===== config.mk =====
export PLATFORM = sky130hd
export DESIGN_NAME = mod_add_sub_seq
export DESIGN_NICKNAME = d
export VERILOG_FILES = /design/src/rtl/mod_arith_pkg.sv /design/src/rtl/limb_add_sub.sv /design/src/rtl/mod_add_sub_seq.sv
export SDC_FILE = /design/constraint.sdc
export NUM_CORES = 2
export LEC_CHECK = 0
export ABC_AREA = 1
export BUFFER_PORTS_ARGS = -buffer_cell sky130_fd_sc_hd__buf_2
export CAP_MARGIN = 20
export CELL_PAD_IN_SITES_DETAIL_PLACEMENT = 0
export CELL_PAD_IN_SITES_GLOBAL_PLACEMENT = 1
export CORE_ASPECT_RATIO = 1.1
export CORE_MARGIN = 3
export CORE_UTILIZATION = 40
export DETAILED_ROUTE_END_ITERATION = 10
export GPL_ROUTABILITY_DRIVEN = 0
export PLACE_DENSITY = 0.87
export SKIP_CTS_REPAIR_TIMING = 1
export SLEW_MARGIN = 25
export SYNTH_ARGS = -nofsm -noshare
export SYNTH_HDL_FRONTEND = slang
export SYNTH_HIERARCHICAL = 1
export SYNTH_SLANG_ARGS = --single-unit

===== constraint.sdc =====
create_clock -name clk -period 8.5 [get_ports clk]
set_clock_uncertainty 0.1 [all_clocks]
set_input_delay 1.7 -clock clk [delete_from_list [all_inputs] [get_ports clk]]
set_output_delay 1.7 -clock clk [all_outputs]
set_load 0.1 [all_outputs]

===== src/rtl/mod_arith_pkg.sv =====
// rtl/mod_arith_pkg.sv - shared types and constants for the modular add/sub datapath
package mod_arith_pkg;

    typedef enum logic [1:0] {IDLE, RUN, DONE} mas_state_t;

    localparam logic OP_ADD = 1'b0;
    localparam logic OP_SUB = 1'b1;

    // 2^255 - 19
    localparam logic [255:0] P25519 = {4'h7, {61{4'hF}}, 8'hED};

endpackage


===== src/rtl/limb_add_sub.sv =====
// rtl/limb_add_sub.sv - combinational W-bit add/subtract cell with carry/borrow in and out
module limb_add_sub #(
    parameter int W = 64
) (
    input  logic [W-1:0] x,
    input  logic [W-1:0] y,
    input  logic         cin,
    input  logic         sub,
    output logic [W-1:0] z,
    output logic         cout
);

    logic [W:0] acc;

    // In subtract mode the extra top bit of the W+1-bit result is the borrow out
    always_comb begin
        if (sub) acc = {1'b0, x} - {1'b0, y} - {{W{1'b0}}, cin};
        else     acc = {1'b0, x} + {1'b0, y} + {{W{1'b0}}, cin};
    end

    assign z    = acc[W-1:0];
    assign cout = acc[W];

endmodule


===== src/rtl/mod_add_sub_seq.sv =====
// rtl/mod_add_sub_seq.sv - limb-serial (a +/- b) mod P with valid/ready handshakes
module mod_add_sub_seq
    import mod_arith_pkg::*;
#(
    parameter int             N = 256,
    parameter int             W = 64,
    parameter logic [N-1:0]   P = P25519[N-1:0]
) (
    input  logic         clk,
    input  logic         rst_n,
    input  logic         in_valid,
    output logic         in_ready,
    input  logic         op,
    input  logic [N-1:0] a,
    input  logic [N-1:0] b,
    output logic         out_valid,
    input  logic         out_ready,
    output logic [N-1:0] result,
    output logic         wrap
);

    localparam int L  = N / W;
    localparam int IW = (L > 1) ? $clog2(L) : 1;

    if (N % W != 0) begin : g_bad_limb
        $error("mod_add_sub_seq: N must be a multiple of W");
    end
    if (P == '0) begin : g_bad_mod
        $error("mod_add_sub_seq: P must be non-zero");
    end

    mas_state_t     state, state_n;
    logic [IW-1:0]  idx;
    logic [N-1:0]   a_r, b_r, s_r, t_r;
    logic           op_r, c_s, c_t;

    logic [W-1:0]   s_i, t_i;
    logic           cs_o, ct_o;
    logic [N-1:0]   s_full, t_full;
    logic           wrap_n, last;

    assign last = (idx == IW'(L - 1));

    limb_add_sub #(.W(W)) u_s_cell (
        .x    (a_r[idx*W +: W]),
        .y    (b_r[idx*W +: W]),
        .cin  (c_s),
        .sub  (op_r),
        .z    (s_i),
        .cout (cs_o)
    );

    // T path applies the correction in the opposite direction to the S path
    limb_add_sub #(.W(W)) u_t_cell (
        .x    (s_i),
        .y    (P[idx*W +: W]),
        .cin  (c_t),
        .sub  (~op_r),
        .z    (t_i),
        .cout (ct_o)
    );

    always_comb begin
        s_full = s_r;
        t_full = t_r;
        s_full[idx*W +: W] = s_i;
        t_full[idx*W +: W] = t_i;
        wrap_n = (op_r == OP_ADD) ? (cs_o | ~ct_o) : cs_o;
    end

    always_comb begin
        state_n = state;
        case (state)
            IDLE:    if (in_valid)  state_n = RUN;
            RUN:     if (last)      state_n = DONE;
            DONE:    if (out_ready) state_n = IDLE;
            default:                state_n = IDLE;
        endcase
    end

    always_ff @(posedge clk or negedge rst_n) begin
        if (!rst_n) begin
            state  <= IDLE;
            idx    <= '0;
            a_r    <= '0;
            b_r    <= '0;
            op_r   <= OP_ADD;
            c_s    <= 1'b0;
            c_t    <= 1'b0;
            s_r    <= '0;
            t_r    <= '0;
            result <= '0;
            wrap   <= 1'b0;
        end else begin
            state <= state_n;
            case (state)
                IDLE: begin
                    if (in_valid) begin
                        a_r  <= a;
                        b_r  <= b;
                        op_r <= op;
                        idx  <= '0;
                        c_s  <= 1'b0;
                        c_t  <= 1'b0;
                    end
                end
                RUN: begin
                    s_r <= s_full;
                    t_r <= t_full;
                    c_s <= cs_o;
                    c_t <= ct_o;
                    if (last) begin
                        result <= wrap_n ? t_full : s_full;
                        wrap   <= wrap_n;
                    end else begin
                        idx <= idx + IW'(1);
                    end
                end
                default: ;
            endcase
        end
    end

    assign in_ready  = (state == IDLE);
    assign out_valid = (state == DONE);

endmodule


==> qor.yml <==
detailed_routing:
  met2_length_um: 168000
  first_pass_iters: 7
  routedLengthMet1_um: 149000
  routed.top_layer: "met5"
  ant_nets: 0
  routed_via_density: 5.32
  vias: 94000
  met3_length_um: 38400
  drt-total-wl_um: 389000
  dr.first_iter.drc_count: 11200
  wl_per_cell_um: 22.0
  drc: 0
critical_path:
  crit_path_max_fanout: 115
  cp.arrival_ps: 8770
  path_class: "reg -> reg"
  crit_buf_inv: 12
  cpLargestDelayFamily: "simple AND/OR/NAND/NOR gates"
  cpPeakStageDelay_ps: 550
  cp-end-kind: "register"
  crit_start: "idx[0]"
  reg2reg_from: "idx[0]"
  crit_top_cell: "nand2_1"
  startpoint_type: "register"
  crit_slowest_cell: "dfrtp_4"
  worstPathRequired_ps: 9170
floorplan:
  io_pins: 776
  dieArea_um2: 227000
  core_um2: 219000
  die_x_um: 454
  die-height_um: 499
  start_util: 0.403
  row_count: 180
placed_design:
  io_buffers: 775
  placed_cells: 17400
  dp_hpwl_um: 294000
clock_network:
  cts.reportedPaths.clkPinSlew_ps: 60
  cts_tree: "yes"
  clockBufferDepth: 3
  cts.sinks: 1288
  cts_buffers: 143
  cts_root_buffer: "clkbuf_16"
  worstSkewPairLatency_ps: 840
  htreeDepth: 4
grt:
  antenna_found_initial: 49
  grt_max_degree: 242
  grt_pass1_vias: 87600
  grt_overflow: 0
  grt_pass1_wl_um: 567000
  grt_use_total: 0.334
synthesis:
  synthesis.instances: 13900
  syn_avg_cell_area_um2: 6.37
  synth_top_area_share: 0.365
  synth.area.top_cells: "dfrtp_1 36%, nand2_1 24%, inv_1 7.5%"
  syn_area_um2: 88400
  yosysTopAreaCell: "dfrtp_1"
  synth_edf_count: 0
  synth-async-reset-ratio: 1.00
  synth_flop_cell: "dfrtp_1"
  yosysWarnings: 6
  ys_ff_latch: 1288
  synth-seq-area-share: 0.365
  ys_types: 47
run:
  max_cap_violations: 0
sta:
  fin_crit_sh: 0.952
  setup_viol: 0
  tightestPinTransition_ps: 1240
  clock.fmax_ghz: 0.124
  rsz0062_at_grt: "false"
  slew_viol_final: 0
  holdWs_ps: 365
  fin_crit_ps: 8090
  slew_headroom: 0.171
  final_hold_viol_count: 0
finish:
  synthToLayoutAreaGrowth_pct: 15.1
  drive_gt1_frac: 0.106
  final_common_cell: "nand2_1"
  layout.cells.non_filler: 17700
  fillers: 22900
  final_cell_mix: "5606 x nand2_1, 1751 x inv_1, 1285 x dfrtp_1, 1233 x nand3_1, 1060 x nor2_1"
  layout.nets: 15500
  utilization: 0.464
hold_path:
  hold_class: "reg -> reg"
  holdCritStartpoint: "a_r[90]"
status:
  run_status: "finished clean"
synth_stat cells, types with 83 or more instances:
library cell and number:
nand3_1 1234, o22ai_1 154, a31oi_1 160, o21ai_1 83
buf_2 250, nand2_1 5609, dfrtp_1 1288, nor2_1 1063
a21oi_1 283, clkbuf_1 337, ha_1 384, inv_1 1757
o21ai_0 842
path summary, 6_finish.rpt:
check | to | slack [ps] | cells past startpoint
min | a_r[90] | 370 | 2
max reg2reg | result[179] | 410 | 38
min in group asynchronous | result[239] | 690 | 1
min reg2reg | a_r[90] | 370 | 2
max | result[179] | 410 | 38
max in group asynchronous | a_r[216] | 5690 | 3
worst min-delay path, stage by stage, from the launching register on:
cell and delay, ps:
dfrtp_1 330, nand2_1 60, nand2_1 50
registers in the layout, indices dropped and copies added, names as in the netlist:
register	count
b_r	256
c_s	1
state	2
op_r	1
wrap	1
result	256
t_r	256
idx	2
s_r	256
c_t	1
a_r	256
cell families (layout without fill, tap and decap cells):
group | count (synthesis) | in the layout | synth area share
other cells | 1 | 151 | 0.0000424
compound gates | 1566 | 1566 | 0.0951
flops | 1288 | 1288 | 0.365
fa+ha+maj | 392 | 392 | 0.0562
buf+inv | 2430 | 3166 | 0.108
xor+xnor | 26 | 26 | 0.00258
simple gates | 8167 | 8167 | 0.373
routing by layer:
layer | global-route usage | vias up
li1 | - | 44600
met1 | 0.414 | 43600
met2 | 0.505 | 4622
met3 | 0.0839 | 1061
met4 | 0.243 | 48
met5 | 0.00471 | -
metrics by stage:
stage | setup WS (ps) | instance area, µm² | setup TNS [ps]
floorplan | 1920 | 88900 | 0
global placement | -99.6 | 96700 | -6950
detailed placement | 165 | 96800 | 0
CTS | 102 | 102000 | 0
global route | 89.3 | 102000 | 0
finish | 405 | 102000 | 0
area by class of cell:
class                      instances  area [µm²]  share of cell area
antenna                           29        72.6            0.000713
clock buffer                     206        4140              0.0407
clock inverter                    45         642             0.00631
inverter                        1784        6720              0.0660
multi-input combinational      10300       47200               0.464
sequential                      1288       32200               0.317
tap                             2912        3640              0.0358
timing repair buffer            1131        7100              0.0697
Power is not shown: default switching activity piles up to over one toggle a cycle in this logic, so the estimate is an artifact.
